`config.mk`:
```
export PLATFORM = sky130hd
export DESIGN_NAME = raster_scan_gen
export DESIGN_NICKNAME = d
export VERILOG_FILES = /design/src/rtl/vpu_pkg.sv /design/src/rtl/raster_scan_gen_wrap_counter.sv /design/src/rtl/raster_scan_gen.sv
export SDC_FILE = /design/constraint.sdc
export NUM_CORES = 1
export LEC_CHECK = 0
export ABC_CLOCK_PERIOD_IN_PS = 2300
export CAP_MARGIN = 30
export CORE_UTILIZATION = 40
export DETAILED_ROUTE_END_ITERATION = 8
export GPL_TIMING_DRIVEN = 0
export PLACE_DENSITY = 0.67
export SLEW_MARGIN = 20
export SYNTH_ARGS = -nofsm -noshare
export SYNTH_HDL_FRONTEND = slang
export SYNTH_SLANG_ARGS = --single-unit
```
`constraint.sdc`:
```
create_clock -name clk -period 2.3 [get_ports clk]
set_input_delay 0.46 -clock clk [delete_from_list [all_inputs] [get_ports clk]]
set_output_delay 0.46 -clock clk [all_outputs]
set_load 0.1 [all_outputs]
```
`src/rtl/vpu_pkg.sv`:
```
// Shared VPU definitions: default resolution, scan FSM encoding and
// a width helper used to validate counter widths at elaboration.
package vpu_pkg;

  localparam int DEFAULT_H_ACTIVE = 640;
  localparam int DEFAULT_V_ACTIVE = 480;

  typedef enum logic {
    IDLE = 1'b0,
    RUN  = 1'b1
  } scanState_e;

  // Number of bits needed to represent maxValue (at least one).
  function automatic int unsigned bitsFor(input int unsigned maxValue);
    int unsigned bits;
    bits = 1;
    while ((maxValue >> bits) != 0) bits++;
    return bits;
  endfunction

endpackage

```
`src/rtl/raster_scan_gen_wrap_counter.sv`:
```
// Modulo-(MAX+1) counter; wrap flags the increment that returns value to 0.
module wrap_counter #(
  parameter int WIDTH = 10,
  parameter int MAX   = 639
) (
  input  logic             clk,
  input  logic             rst,
  input  logic             inc,
  input  logic             clr,
  output logic [WIDTH-1:0] value,
  output logic             wrap
);

  logic [WIDTH-1:0] value_q, value_d;

  assign wrap  = inc && (value_q == WIDTH'(MAX));
  assign value = value_q;

  always_comb begin
    value_d = value_q;
    if (clr) begin
      value_d = '0;
    end else if (inc) begin
      value_d = wrap ? '0 : value_q + 1'b1;
    end
  end

  always_ff @(posedge clk) begin
    if (rst) begin
      value_q <= '0;
    end else begin
      value_q <= value_d;
    end
  end

endmodule

```
`src/rtl/raster_scan_gen.sv`:
```
// Raster position generator: (x, y) scan with blanking, active qualifier,
// line/frame pulses, frame counter and resync back to the armed idle state.
module raster_scan_gen
  import vpu_pkg::*;
#(
  parameter int H_ACTIVE = DEFAULT_H_ACTIVE,
  parameter int V_ACTIVE = DEFAULT_V_ACTIVE,
  parameter int H_BLANK  = 0,
  parameter int V_BLANK  = 0,
  parameter int XW       = 10,
  parameter int YW       = 9,
  parameter int FCW      = 8
) (
  input  logic           clk,
  input  logic           rst,
  input  logic           enable,
  input  logic           src_ready,
  input  logic           resync,
  output logic [XW-1:0]  pixel_x,
  output logic [YW-1:0]  pixel_y,
  output logic           active,
  output logic           running,
  output logic           line_end,
  output logic           frame_start,
  output logic           frame_done,
  output logic [FCW-1:0] frame_count
);

  localparam int H_TOTAL = H_ACTIVE + H_BLANK;
  localparam int V_TOTAL = V_ACTIVE + V_BLANK;

  if (XW < int'(bitsFor(H_TOTAL - 1))) begin : gXwCheck
    $error("raster_scan_gen: XW too narrow for H_ACTIVE+H_BLANK");
  end
  if (YW < int'(bitsFor(V_TOTAL - 1))) begin : gYwCheck
    $error("raster_scan_gen: YW too narrow for V_ACTIVE+V_BLANK");
  end

  scanState_e     state_q, state_d;
  logic [XW-1:0]  xValue, nextX;
  logic [YW-1:0]  yValue, nextY;
  logic           xInc, xWrap, yWrap, lineWrap, frameWrap, insideNext;
  logic           active_q, active_d;
  logic           lineEnd_q, lineEnd_d;
  logic           frameStart_q, frameStart_d;
  logic           frameDone_q, frameDone_d;
  logic [FCW-1:0] frameCount_q, frameCount_d;

  assign xInc = (state_q == RUN) && enable;

  wrap_counter #(.WIDTH(XW), .MAX(H_TOTAL - 1)) xCounter (
    .clk   (clk),
    .rst   (rst),
    .inc   (xInc),
    .clr   (resync),
    .value (xValue),
    .wrap  (xWrap)
  );

  wrap_counter #(.WIDTH(YW), .MAX(V_TOTAL - 1)) yCounter (
    .clk   (clk),
    .rst   (rst),
    .inc   (xWrap),
    .clr   (resync),
    .value (yValue),
    .wrap  (yWrap)
  );

  always_ff @(posedge clk) begin
    if (rst) begin
      state_q <= IDLE;
    end else begin
      state_q <= state_d;
    end
  end

  always_comb begin
    state_d = state_q;
    if (resync) begin
      state_d = IDLE;
    end else if (state_q == IDLE && src_ready) begin
      state_d = RUN;
    end
  end

  always_comb begin
    running = (state_q == RUN);
  end

  // Resync suppresses any coincident wrap so a partial frame is never counted.
  always_comb begin
    lineWrap   = xWrap && !resync;
    frameWrap  = xWrap && yWrap && !resync;
    nextX      = xValue;
    nextY      = yValue;
    if (xInc) begin
      nextX = xWrap ? '0 : xValue + 1'b1;
      if (xWrap) begin
        nextY = yWrap ? '0 : yValue + 1'b1;
      end
    end
    insideNext   = (32'(nextX) < H_ACTIVE) && (32'(nextY) < V_ACTIVE);
    active_d     = !resync && ((state_q == RUN) || src_ready) && insideNext;
    lineEnd_d    = lineWrap;
    frameDone_d  = frameWrap;
    frameStart_d = frameWrap || ((state_q == IDLE) && src_ready && !resync);
    frameCount_d = frameWrap ? frameCount_q + 1'b1 : frameCount_q;
  end

  always_ff @(posedge clk) begin
    if (rst) begin
      active_q     <= 1'b0;
      lineEnd_q    <= 1'b0;
      frameStart_q <= 1'b0;
      frameDone_q  <= 1'b0;
      frameCount_q <= '0;
    end else begin
      active_q     <= active_d;
      lineEnd_q    <= lineEnd_d;
      frameStart_q <= frameStart_d;
      frameDone_q  <= frameDone_d;
      frameCount_q <= frameCount_d;
    end
  end

  assign pixel_x     = xValue;
  assign pixel_y     = yValue;
  assign active      = active_q;
  assign line_end    = lineEnd_q;
  assign frame_start = frameStart_q;
  assign frame_done  = frameDone_q;
  assign frame_count = frameCount_q;

endmodule

```
After elaboration in Yosys (flattened, before gate mapping)
Index checks and enable logic that the tools add are counted.

Add/subtract/negate cells: 3. Order comparisons: 2. Eq/ne operators: 2. Multiplexer cells: 5. Bitwise logic cells: 1. Reductions and logical operators: 15.

Operator list (number): two-way mux 9 bit (3); two-way mux 10 bit (2); logical AND 1 bit (11); adder 10 x 1 -> 10 bit, second input constant (1); == test 10 bit, second input constant (1); less-than comparator 10 bit, second input constant (1); adder 9 x 1 -> 9 bit, second input constant (1); == test 9 bit, second input constant (1); less-than comparator 9 bit, second input constant (1); adder 8 x 1 -> 8 bit, second input constant (1); logical OR 1 bit (2); OR reduction 2 bit (1); zero test 1 bit (1); NOT 1 bit (1).

Register bits: 32. Input bits: 5. Output and inout bits: 32. Word-level logic and storage cells: 36.

Depth between registers and ports, before layout
Depth in word-level cells: 9. Gate-level depth with buffers: 7. Gate-level depth less buffers: 6.

Cells and area by module
From an unflattened synthesis, not the netlist that was laid out.

Cell total of the unflattened synthesis: 169. Area, all modules: 1462.7 um^2.

By module, submodules not included: raster_scan_gen (times used 1, cells each 73, area an instance 601.8 um^2, seq. area each 260.2 um^2); wrap_counter at xCounter (times used 1, cells each 50, area an instance 454.2 um^2, seq. area each 200.2 um^2); wrap_counter at yCounter (times used 1, cells each 46, area an instance 406.6 um^2, seq. area each 180.2 um^2).

Worst setup path before layout
No wires, ideal clock.

Kind: register to register. From: register xCounter.value_q[0] (netlist: xCounter.value[0]). To: register frameCount_q[1] (netlist: frame_count[1]). Setup time: 0.127 ns. Data arrival time: 2.800 ns. Data required time: 2.173 ns. Path slack: -0.627 ns. Stages on the path, launching flop included: 8. Path buffers: 1. Period minus slack after synthesis: 2.927 ns. Cells stage by stage: dfxtp_1 ha_1 nand4_4 or4_4 buf_6 or3_4 mux2i_1 nor2_1.

Longest elaborated chain between the ends: 5.

RTL lines: start, declared (RTL line raster_scan_gen_wrap_counter.sv:14) `logic [WIDTH-1:0] value_q, value_d;`; start signal, assigned (RTL line raster_scan_gen_wrap_counter.sv:32) `value_q <= value_d;`; == test 10 bit * (RTL line raster_scan_gen_wrap_counter.sv:16) `assign wrap = inc && (value_q == WIDTH'(MAX));`; logical AND 1 bit * (RTL line raster_scan_gen_wrap_counter.sv:16); logical AND 1 bit (RTL line raster_scan_gen_wrap_counter.sv:16); logical AND 1 bit * (2 in a row) (RTL line raster_scan_gen.sv:93) `frameWrap = xWrap && yWrap && !resync;`; end signal, assigned (RTL line raster_scan_gen.sv:122) `frameCount_q <= frameCount_d;`; end, declared (RTL line raster_scan_gen.sv:47) `logic [FCW-1:0] frameCount_q, frameCount_d;`.

Mark *: on every way between the ends. The rest lies on a longest branch, timed or not. A chain may end at the register's enable or synchronous reset.

Final worst setup path
From: register xCounter.value_q[9] (netlist: xCounter.value[9]). To: output port pixel_x[9].

RTL lines: end, declared (RTL line raster_scan_gen.sv:19) `output logic [XW-1:0] pixel_x,`.

No word-level cell between the ends.

==> results_dict.tcl <==
set metrics [dict create \
    use_met1 0.233 \
    die_w_um 64.2 \
    placed_cells 267 \
    finalSetupViolCount 0 \
    syn_avg_cell_area_um2 8.45 \
    crit_arrival_ps 1810 \
    cts_hold_buffers 0 \
    multi_input_area_um2 890 \
    synth_flop_cell "dfxtp_1" \
    crit_path_top_delay_cell "clkdlybuf4s50_1" \
    hp-class "reg2reg" \
    finalWirelength_mm 3.74 \
    antenna_found_initial 0 \
    finalCriticalPeriod_ps 2270 \
    fin_cells 275 \
    drtPass1Iterations 4 \
    yosysTopAreaCellShare 0.414 \
    diodes 0 \
    ys_warn_count 0 \
    grt_pass1_vias 1381 \
    syn_to_final_growth_pct 38.2 \
    clockRootBuffer "clkbuf_8" \
    die_area_um2 4120 \
    clockBufferDepth 2 \
    whs_ps 497 \
    slew_headroom 0.351 \
    fill_cells 362 \
    cp_num_buf_inv 1 \
    drive_above_1_share 0.159 \
    clkSinkCount 32 \
    min_to "xCounter.value[1]$_SDFFE_PP0N_" \
    critPathMaxFanout 5 \
    regArea_um2 674 \
    grt_max_degree 11 \
    hpwl_mm 2.65 \
    critPathKind "reg2out" \
    ys_seq_elements 32 \
    grt-ovfl-total 0 \
    whs_path_depth 2 \
    finalHoldViolCount 0 \
    synthTopCellsByCount "dfxtp_1 (32), nor2_1 (26), nand2_1 (20)" \
    busiest_layer "met2" \
    finClkSkew_ps 4.03 \
    synth_nets 191 \
    drtAntennaViolNets 0 \
    cts_max_level 2 \
    netlist_instances 183 \
    hp-start "xCounter.value[1]$_SDFFE_PP0N_" \
    vias_per_cell 5.30 \
    vias 1458 \
    boundaryPins 37 \
    power.density_nw_per_um2 492 \
    async_reset_ff_frac 0 \
    final_nets 234 \
    max_freq_ghz 0.441 \
    crit-reg2reg-launch "xCounter.value[0]$_SDFFE_PP0N_" \
    leakage_nw 0.871 \
    path_cells "clkdlybuf4s50_1" \
    ys_seq_area_frac 0.414 \
    grtUsageMet3 0.0536 \
    numCtsBuffers 5 \
    endpoint_kind "output port" \
    num_rows 22 \
    r2r_slack_ps 150 \
    drc 0 \
    met2_usage 0.319 \
    core_um2 3690 \
    yosysTopAreaCell "dfxtp_1" \
    status "finished clean" \
    timing.rr.end "frame_count[1]$_SDFFE_PP0P_" \
    ys_types 36 \
    synth-edff-count 0 \
    start_util 0.419 \
    synth.area.top_cells "dfxtp_1 (41%), nor2_1 (6.3%), xor2_1 (5.7%), nand2_1 (4.9%), xnor2_1 (3.4%)" \
    rsz0062_at_grt "false" \
    required_ps 1840 \
    path_clk_slew_ps 60 \
    cts_tree "yes" \
    drv_slew 0 \
    synth_most_common_cell "dfxtp_1" \
    worstMarginPinSlew_ps 970 \
    clk_latency_ps 280 \
    grt_pass1_wl_mm 6.22 \
    crit_family "buffers and inverters" \
    fp.dieH_um 64.2 \
    max_cap_violations 0 \
    finalCritPeriodShare 0.987 \
    wl_per_cell_um 13.6 \
    ir_drop_uv 311 \
    reg2reg_depth 7 \
    critPathLaunchType "flip-flop" \
    critPathMaxStageDelay_ps 1150 \
    port_buffers 36 \
    grt_util_all_layers 0.195 \
    place.gp.congestion 0.819 \
    synth_area_um2 1550 \
    drt_iter0_drc 71 \
]
[area by class of cell]
cell class	instances	share of cell area
sequential	32	0.316
clock buffer	8	0.0422
timing repair buffer	36	0.174
tap	48	0.0281
buffer	7	0.0164
multi-input combinational	140	0.416
inverter	4	0.00703
[worst max path at each step]
stage                                    from                           to  cells after the start
4_1_cts           frame_count[1]$_SDFFE_PP0P_               frame_count[1]                      1
5_1_grt           frame_count[6]$_SDFFE_PP0P_               frame_count[6]                      1
3_3_place_gp                           enable  frame_count[5]$_SDFFE_PP0P_                      6
3_5_place_dp                           enable  frame_count[7]$_SDFFE_PP0P_                      6
6_report         xCounter.value[9]$_SDFF_PP0_                   pixel_x[9]                      1
2_1_floorplan  xCounter.value[4]$_SDFFE_PP0N_  frame_count[1]$_SDFFE_PP0P_                      6
[through the flow]
stage	instance area [µm²]	utilization	power, mW	setup TNS (ps)	worst slack [ps]
after CTS	2100	0.571	1.06	0	1.14
after detailed placement	2010	0.546	0.620	-5650	-472
after floorplan	1590	-	0.600	0	8.35
after global placement	2010	0.546	0.619	-4710	-409
after global routing	2140	0.579	1.09	0	2.48
final	2140	0.579	1.05	0	30.5
[per-layer routing]
layer  vias to the layer above  share of wire
met2                        41           0.48
met5                         -              0
met1                       679           0.44
met3                        12          0.056
met4                         0          0.023
li1                        726              -
[cells by family after synthesis]
group | Yosys count | share of synthesized area
buffers and inverters | 11 | 0.0324
XOR/XNOR | 16 | 0.0906
AO/OA/AOI/OAI | 24 | 0.0874
multiplexers | 2 | 0.0138
flip-flops | 32 | 0.414
AND/OR/NAND/NOR | 95 | 0.337
adder cells (fa/ha/maj) | 3 | 0.0243
[worst register-to-register path: cells and delay by family, from the launching register on]
family / cells / cell delay [ps]
DFF: 1 / 380
buffers and inverters: 1 / 160
adders and majority gates: 1 / 180
muxes: 1 / 160
and+or+nand+nor: 4 / 1150
[report_power, final]
group	total [mW]	internal, mW	switching, mW
logic	0.0524	0.0149	0.0375
registers	0.554	0.551	0.00265
clock network	0.446	0.244	0.202
total	1.05	0.810	0.243
[repair_timing]
item,CTS,global route
setup endpoints to repair,15,12
buffers inserted,0,0
pin swaps,1,0
gates resized for setup,7,10
[layout by cell type, fill, tap and decap left out, types with 2 or more instances in the layout]
master           instances
inv_1                    4
a21oi_1                 10
o21ai_0                  9
nor2b_1                  3
or2_2                    2
dlygate4sd2_1            6
clkbuf_8                 6
or3_1                    4
o311ai_0                 2
nand3_1                  8
clkbuf_1                 6
nand4b_1                 2
dfxtp_4                  5
or4_4                    2
nor4_4                   2
ha_1                     2
nand4_1                  7
nand2b_1                 3
dfxtp_1                 15
nor3_1                   6
nor2_1                  26
nand2_1                 20
xor2_1                  10
dlymetal6s2s_1           8
clkdlybuf4s50_1         22
xnor2_1                  6
dfxtp_2                 12
or4_1                    4
Power figures use the tool's default switching activity.
==> patch, RTL diff (same settings) <==
Reset style: asynchronous (`rst`), changed in 3 clocked blocks.
--- a/src/rtl/raster_scan_gen_wrap_counter.sv
+++ b/src/rtl/raster_scan_gen_wrap_counter.sv
@@ -25,7 +25,7 @@
     end
   end
 
-  always_ff @(posedge clk) begin
+  always_ff @(posedge clk or posedge rst) begin
     if (rst) begin
       value_q <= '0;
     end else begin
--- a/src/rtl/raster_scan_gen.sv
+++ b/src/rtl/raster_scan_gen.sv
@@ -66,7 +66,7 @@
     .wrap  (yWrap)
   );
 
-  always_ff @(posedge clk) begin
+  always_ff @(posedge clk or posedge rst) begin
     if (rst) begin
       state_q <= IDLE;
     end else begin
@@ -107,7 +107,7 @@
     frameCount_d = frameWrap ? frameCount_q + 1'b1 : frameCount_q;
   end
 
-  always_ff @(posedge clk) begin
+  always_ff @(posedge clk or posedge rst) begin
     if (rst) begin
       active_q     <= 1'b0;
       lineEnd_q    <= 1'b0;
Formal check against the unedited RTL: differs if rst is asserted again (counterexample within 4 cycles, from zero or initial values and one cycle with rst high); with rst held inactive, the same outputs for 10 cycles.
==> patch against the unedited design <==
Synthesized area grew 13%; setup slack improved by 0.053 ns; total power is 14% higher; wire length increased by 8.7%; register-to-register slack got worse by 0.06 ns; via count rose by 2.9%; cell count shrank 1.1%; design area grew 10%; sequential cell count stayed put; largest power group unchanged.
==> patch: results (changes against the unedited design) <==
The portion of the post-synthesis area used by sequential elements was 0.4598 (was 0.4142); the starting DRC count in detailed routing was 67 (was 71). The count of multi-input combinational gates was 132 (was 140). The number of global-route vias before repair was 1,489 (was 1,381); the mean routed wirelength per cell was 14.94 microns (was 13.60 microns).

The largest net degree at the start of global routing was 33 (was 11); the number of vias per cell after detailed routing was 5.518 (was 5.302). For the met3 demand-to-capacity share in global routing, the log shows 0.05000 (was 0.05357). Top cells by count, synth: sky130_fd_sc_hd__dfrtp_1 (32), sky130_fd_sc_hd__nor2_1 (24), sky130_fd_sc_hd__nand2_1 (11), sky130_fd_sc_hd__nand3_1 (11), sky130_fd_sc_hd__xnor2_1 (9) (was sky130_fd_sc_hd__dfxtp_1 (32), sky130_fd_sc_hd__nor2_1 (26), sky130_fd_sc_hd__nand2_1 (20)).

The run gives 2.912 mm (was 2.647 mm) as the placed wire-length estimate after detailed placement. The wire length on met2 was 1.928 mm (was 1.792 mm); the clock network area share was 0.04562 (was 0.04215). The run finished with clean final reports. For the placed cell count, the log shows 262 (was 267). The share of cells above drive strength 1 was 0.2072 (was 0.1586); the net count of the finished layout was 229 (was 234). The net count after synthesis is 184 (was 191), and the buffer count excluding the clock tree in the final layout is 45 (was 43). The tools report the number of gates given a new drive strength after cts as 23 (was 7). Largest cells by area after synthesis: sky130_fd_sc_hd__dfrtp_1 (46%), sky130_fd_sc_hd__nor2_1 (5.2%), sky130_fd_sc_hd__xnor2_1 (4.5%) (was sky130_fd_sc_hd__dfxtp_1 (41%), sky130_fd_sc_hd__nor2_1 (6.3%), sky130_fd_sc_hd__xor2_1 (5.7%)). The sequential portion of the cell area works out to 0.3533 (was 0.3156). Global routing usage on met2: 0.3113 (was 0.3191).

The logs give 6 (was 8) for the total of clock buffers placed in the layout and 50 (was 36) for the count of cell types in the netlist. Maximum single-stage delay on the critical path: 1.13 ns (was 1.15 ns). The most instantiated flip-flop cell in the synthesis netlist was sky130_fd_sc_hd__dfrtp_1 (was sky130_fd_sc_hd__dfxtp_1).

The non-clock buffer area fraction after layout came out at 0.1756 (was 0.1909). The wire length of the first global-routing pass was 6.906 mm (was 6.216 mm); the global-route total usage across every layer was 0.1999 (was 0.1955). The clock skew was 0.006313 ns (was 0.004034 ns); the buffers inserted during post-CTS setup optimization was 2 (was 0).

The transition time at the pin with the least slew margin works out to 0.9686 ns (was 0.9700 ns). Length of routed met3 wiring: 172 microns (was 210 microns). The proportion of synthesized flip-flops having asynchronous set or reset was 1.000 (was 0); the register-to-register setup slack was 0.09 ns (was 0.15 ns). The multi-input logic portion of the cell area is 0.3910 (was 0.4163).

The layout filler cell count was 377 (was 362). The synthesized area per cell came out at 9.896 sq um (was 8.451 sq um). The global routing met1 resource utilization came out at 0.2626 (was 0.2325).
[patch: changes by cell type in the layout (fill, tap and decap cells not counted), sizes merged, moves of 6 or more]
cell           change
dfrtp             +32
dfxtp             -32
dlygate4sd2       +17
clkdlybuf4s50     -15
nand2              -9
a21oi              -6
[patch: path summary, 6_finish.rpt]
check                                             from                          end  cells after the start
max                                   active$_DFF_PP0_                       active                      1
max reg2reg                xCounter.value[7]$_DFF_PP0_   frame_count[1]$_DFFE_PP0P_                      7
min reg2reg                 frame_count[7]$_DFFE_PP0P_   frame_count[7]$_DFFE_PP0P_                      1
max in group asynchronous                          rst  xCounter.value[7]$_DFF_PP0_                      2
min                         frame_count[7]$_DFFE_PP0P_   frame_count[7]$_DFFE_PP0P_                      1
min in group asynchronous                          rst  yCounter.value[6]$_DFF_PP0_                      2
[patch: cells by family (layout without fill, tap and decap cells)]
kind of cell / Yosys count / count (layout) / synth area share
muxes: 3 / 3 / 0.01868
xor gates and xnor gates: 16 / 16 / 0.08046
buffers and inverters: 12 / 58 / 0.03520
DFF: 32 / 32 / 0.4598
AOI/OAI and AO/OA: 28 / 28 / 0.1171
adders and majority gates: 3 / 3 / 0.02155
and+or+nand+nor: 82 / 82 / 0.2673
[patch: metrics by stage]
stage               cell area [sq um]  power [uW]  setup slack (ns)  hold slack, ns
floorplan                        1810       647.6           -0.1046          0.5311
global placement                 2233       676.5           -0.4457          0.4639
global route                     2359        1238           0.01073          0.5136
finish                           2359        1195           0.08378          0.4810
CTS                              2323        1213          0.002935          0.4949
detailed placement               2233       678.7           -0.4875          0.4857
[patch: power breakdown]
part           switching [uW]  total [uW]  internal (uW)  leakage (uW)
clock                     210         531            321     0.0000552
sequential               6.08         575            569      0.000415
combinational            67.9        89.0           21.1      0.000641
